===== src/rtl/h_u_serial_rcs.sv =====
// h_u_serial_rcs: bit-serial unsigned ripple-borrow subtractor.
// Computes out = {borrow, a - b} one bit per clock through a single full-subtractor cell,
// LSB first, between a valid/ready producer and a valid/ready consumer.
//
// Ports:
//   clk        rising-edge clock
//   rst_n      synchronous active-low reset
//   in_valid   operands a/b valid
//   in_ready   block idle and able to accept operands
//   a, b       N-bit unsigned minuend / subtrahend
//   out_valid  out holds a completed result
//   out_ready  consumer accepts the result
//   out        {borrow, difference}, N+1 bits
//
// Configuration macro: H_U_SERIAL_RCS_SAT_EN
//   defined   -> when the final borrow is 1 the difference is forced to 0 (out = {1, 0...0})
//   undefined -> wrapping (N+1)-bit two's complement result
module h_u_serial_rcs #(
  parameter int unsigned N = 4
) (
  input  logic         clk,
  input  logic         rst_n,
  input  logic         in_valid,
  output logic         in_ready,
  input  logic [N-1:0] a,
  input  logic [N-1:0] b,
  output logic         out_valid,
  input  logic         out_ready,
  output logic [N:0]   out
);

  localparam int unsigned CntW = (N > 1) ? $clog2(N) : 1;

  typedef enum logic [1:0] {StIdle, StShift, StDone} state_e;

  state_e          state_q;
  logic [N-1:0]    a_q, b_q, diff_q;
  logic            bor_q;
  logic [CntW-1:0] cnt_q;
  logic [N:0]      out_q;
  logic            out_valid_q;

  logic            ai, bi, d_bit, bor_d, last_bit;
  logic [N-1:0]    diff_d;
  logic [N:0]      result_d;

  // Full-subtractor cell on the current LSBs of the operand shift registers.
  always_comb begin
    ai       = a_q[0];
    bi       = b_q[0];
    d_bit    = ai ^ bi ^ bor_q;
    bor_d    = (~ai & bi) | (~(ai ^ bi) & bor_q);
    // Difference bits enter from the MSB end so after N shifts bit 0 sits at diff[0].
    diff_d        = diff_q >> 1;
    diff_d[N-1]   = d_bit;
    last_bit      = (cnt_q == CntW'(N - 1));
    result_d      = {bor_d, diff_d};
`ifdef H_U_SERIAL_RCS_SAT_EN
    if (bor_d) begin
      result_d = {1'b1, {N{1'b0}}};
    end
`endif
  end

  always_ff @(posedge clk) begin
    if (!rst_n) begin
      state_q     <= StIdle;
      a_q         <= '0;
      b_q         <= '0;
      diff_q      <= '0;
      bor_q       <= 1'b0;
      cnt_q       <= '0;
      out_q       <= '0;
      out_valid_q <= 1'b0;
    end else begin
      unique case (state_q)
        StIdle: begin
          if (in_valid) begin
            a_q     <= a;
            b_q     <= b;
            diff_q  <= '0;
            bor_q   <= 1'b0;
            cnt_q   <= '0;
            state_q <= StShift;
          end
        end
        StShift: begin
          a_q    <= a_q >> 1;
          b_q    <= b_q >> 1;
          diff_q <= diff_d;
          bor_q  <= bor_d;
          cnt_q  <= cnt_q + 1'b1;
          if (last_bit) begin
            out_q       <= result_d;
            out_valid_q <= 1'b1;
            state_q     <= StDone;
          end
        end
        StDone: begin
          // out_q is left untouched so it holds until the next result loads.
          if (out_ready) begin
            out_valid_q <= 1'b0;
            state_q     <= StIdle;
          end
        end
        default: state_q <= StIdle;
      endcase
    end
  end

  assign in_ready  = (state_q == StIdle);
  assign out_valid = out_valid_q;
  assign out       = out_q;

endmodule


===== config.mk =====
export PLATFORM = sky130hd
export DESIGN_NAME = h_u_serial_rcs
export DESIGN_NICKNAME = d
export VERILOG_FILES = /design/src/rtl/h_u_serial_rcs.sv
export SDC_FILE = /design/constraint.sdc
export NUM_CORES = 1
export LEC_CHECK = 0
export CELL_PAD_IN_SITES_DETAIL_PLACEMENT = 0
export CELL_PAD_IN_SITES_GLOBAL_PLACEMENT = 1
export CORE_ASPECT_RATIO = 1.2
export CORE_MARGIN = 3
export CORE_UTILIZATION = 29
export CTS_CLUSTER_DIAMETER = 60
export DETAILED_ROUTE_END_ITERATION = 7
export GPL_ROUTABILITY_DRIVEN = 1
export PLACE_DENSITY = 0.65
export SLEW_MARGIN = 25
export SYNTH_ARGS = -nofsm -noshare
export SYNTH_HDL_FRONTEND = slang
export SYNTH_SLANG_ARGS = --single-unit
export TNS_END_PERCENT = 1

===== constraint.sdc =====
create_clock -name clk -period 2.04 [get_ports clk]
set_input_delay 0.204 -clock clk [delete_from_list [all_inputs] [get_ports clk]]
set_output_delay 0.204 -clock clk [all_outputs]
set_load 0.05 [all_outputs]

==> metrics.md <==
| Metric | Value |
|---|---|
| Status | `complete, no violations` |
| Arr. time, crit path | `1.48 ns` |
| CTS tree | `built` |
| Share of the yosys chip area belonging to registers | `46.32%` |
| Min Hold Slack | `0.4598 ns` |
| Routed Antenna Nets | `0` |
| Clk_lat worst skew | `0.31 ns` |
| Final Hold Fails | `0` |
| Via density | `5.162` |
| Yosys warns | `0` |
| Post-Syn Area per Cell | `9.323 µm²` |
| Final Cell Area | `0.001179 mm²` |
| Placeable Area | `0.003110 mm²` |
| Placed inst area | `0.001126 mm²` |
| Dpl cells | `150` |
| WP buf/inv | `1` |
| Gpl congestion | `0.7681` |
| Worst slew pin tran | `0.5060 ns` |
| CTS Sinks | `22` |
| CTS H-tree depth | `1` |
| Max Freq | `593.0 MHz` |
| Via count | `795` |
| Yosys reg bits | `22` |
| Delay-heaviest family, CP | `buffers and inverters` |
| Nets | `133` |
| Cts hold-fix bufs | `0` |
| Number of global-route vias before repair | `746` |
| Worst Clk Skew | `0.001819 ns` |
| Endpoint type of the worst setup path | `output port` |
| Cell count after synthesis | `102` |
| Ant. Diodes | `0` |
| Gr usage total | `11.17%` |
| Final WL | `1977 µm` |
| Critical path cell sequence | `clkdlybuf4s50_1` |
| Layout cells sized above 1 | `7.627%` |
| Total nets after synthesis | `116` |
| Worst path slowest cell | `clkdlybuf4s50_1` |
| Maximum clock path buffer count | `2` |
| Starting density of the core | `30.57%` |
| Die area | `0.004005 mm²` |
| Pleak | `0.4232 nW` |
| R2R Setup Slk | `0.70 ns` |
| Clock Tree Root | `clkbuf_4` |
| Final min period | `1.686 ns` |
| Port Buffers | `18` |
| Initial antenna violation count | `0` |
| Max-cap violation count | `0` |
| VDD IR max | `0.0003700 V` |
| Storage element area | `440.4 µm²` |
| Largest stage delay on the critical path | `0.80 ns` |
| Area grow syn2layout | `23.95%` |
| Post-CTS setup buffer count | `0` |
| Layout Cells excl Fill | `154` |
| Period utilization | `82.66%` |
| Post-CTS resize count | `0` |
| First-pass GRT wire length | `3381 µm` |
| FP Rows | `22` |
| Max Transition Viols Final | `0` |
| HP Class | `register to register` |
| CP Max Fanout | `3` |
| Reg clk slew, reported paths | `0.13 ns` |
| Cell Area, Synth | `950.9 µm²` |
| Initial DRC Count | `23` |
| Pwr dens | `774.8 mW/mm²` |
| I/O pin count | `19` |
| Required @ worst endpoint | `1.84 ns` |
| Final setup violation count | `0` |
| Worst Setup Start Kind | `register` |
| Die Width | `58.28 µm` |
| WL/cell | `12.84 µm` |
| GRT Residual Overflow | `0` |
| Relative slew margins | `66.23%` |
| Total CTS buffers | `3` |
| Footprint of the multi-input gates | `425.4 µm²` |
| RSZ-0062 raised after global routing | `false` |
| Number of distinct library cells after synthesis | `30` |
| Setup Crit Path Kind | `register to output port` |
| DRT Pass-1 Iters | `4` |
| Remaining DRCs | `0` |
| Setup total negative slack | `0 ns` |
| Largest net degree at the start of global routing | `17` |
| Die height | `68.73 µm` |
| DP HPWL | `1401 µm` |
| Fill cells | `329` |
-- cells by family (layout without fill, tap and decap cells) --
kind of cell	count (synthesis)	after routing	share of synthesized area, %
AOI/OAI and AO/OA	35	35	24.61
and+or+nand+nor	27	27	15.66
DFF	22	22	46.32
buffers and inverters	15	31	8.947
adders and majority gates	2	2	3.421
muxes	1	1	1.053
-- where the power goes --
group / switching [mW] / internal, mW / total, mW / leakage (nW)
Combinational: 0.0537 / 0.0549 / 0.109 / 0.216
Clock: 0.141 / 0.199 / 0.340 / 0.0279
Sequential: 0.0159 / 0.449 / 0.465 / 0.180
Total: 0.211 / 0.702 / 0.913 / 0.423
-- routing by layer --
metal  GRT usage, %  part of all wire, %  up-vias
met5              0                    0        -
met4          7.826                  3.3        0
met3          1.676                  2.7        8
met2          17.18                   44       18
met1          14.25                   50      367
li1               -                    -      402
-- synth_stat cells --
library cell | instances | area [µm²]
nand2b_1 | 2 | 12.51
ha_1 | 1 | 12.51
a2bb2oi_1 | 1 | 8.760
nor2b_4 | 1 | 13.76
o21ai_0 | 1 | 5.000
dfxtp_1 | 22 | 440.4
fa_1 | 1 | 20.02
or2b_4 | 1 | 11.26
o21ai_1 | 2 | 10.01
clkbuf_1 | 1 | 3.750
o22ai_1 | 2 | 12.51
nand2_1 | 5 | 18.77
buf_4 | 1 | 7.510
inv_1 | 8 | 30.03
a22oi_1 | 4 | 30.03
a311oi_1 | 1 | 8.760
nand3_1 | 5 | 25.02
a211oi_1 | 1 | 7.510
buf_2 | 2 | 10.01
buf_6 | 3 | 33.78
nand3b_1 | 1 | 7.510
a32oi_1 | 2 | 17.52
o221ai_1 | 5 | 43.79
nor2_1 | 9 | 33.78
o311ai_0 | 1 | 8.760
a21oi_1 | 13 | 65.06
or3b_1 | 3 | 26.28
mux2i_1 | 1 | 10.01
a21o_2 | 1 | 8.760
o21bai_1 | 1 | 7.510
-- cell type report --
cell class	count	share of cell area, %
Sequential cell	22	37.37
Timing Repair Buffer	19	15.71
Multi-Input combinational cell	65	36.09
Inverter	8	2.548
Tap cell	36	3.822
Clock buffer	3	1.911
Clock inverter	1	2.548
-- flip-flops by register name (all words and copies together) (netlist names) --
signal and count:
a_q 4, b_q 4, bor_q 1, cnt_q 2, diff_q 3, out 5
out_valid 1, state_q 2
-- layout by cell type (no fill, tap or decap) --
cell             synthesis  routed
o22ai_1                  2       2
a32oi_1                  2       2
o221ai_1                 5       5
fa_1                     1       1
bufinv_16                0       1
buf_4                    1       2
inv_1                    8       8
a311oi_1                 1       1
nand2b_1                 2       2
or3b_1                   3       3
o21bai_1                 1       1
a21o_2                   1       1
a211oi_1                 1       1
nand2_1                  5       5
a21oi_1                 13      13
o311ai_0                 1       1
o21ai_0                  1       1
mux2i_1                  1       1
ha_1                     1       1
or2b_4                   1       1
dfxtp_1                 22      22
nor2_1                   9       9
clkdlybuf4s50_1          0      17
nor2b_4                  1       1
clkbuf_4                 0       3
o21ai_1                  2       2
nand3b_1                 1       1
a22oi_1                  4       4
nand3_1                  5       5
a2bb2oi_1                1       1
-- per-stage QoR --
step | setup WS (ns) | total power, mW | utilization (%)
floorplan | 0.4811 | 0.5473 | -
global placement | 0.4121 | 0.5818 | 36.20
detailed placement | 0.3684 | 0.5839 | 36.20
CTS | 0.3369 | 0.9234 | 37.89
global route | 0.2879 | 0.9518 | 37.89
finish | 0.3537 | 0.9133 | 37.89
-- worst paths after layout --
kind / cells after the start / startpoint / end
setup / recovery: 1 / out_valid$_SDFFE_PN0P_ / out_valid
hold / removal: 2 / a_q[1]$_SDFFE_PN0P_ / a_q[1]$_SDFFE_PN0P_
setup reg to reg: 4 / state_q[1]$_SDFFE_PN0P_ / diff_q[1]$_SDFFE_PN0P_
hold reg to reg: 2 / a_q[1]$_SDFFE_PN0P_ / a_q[1]$_SDFFE_PN0P_
(Power assumes the default switching activity.)
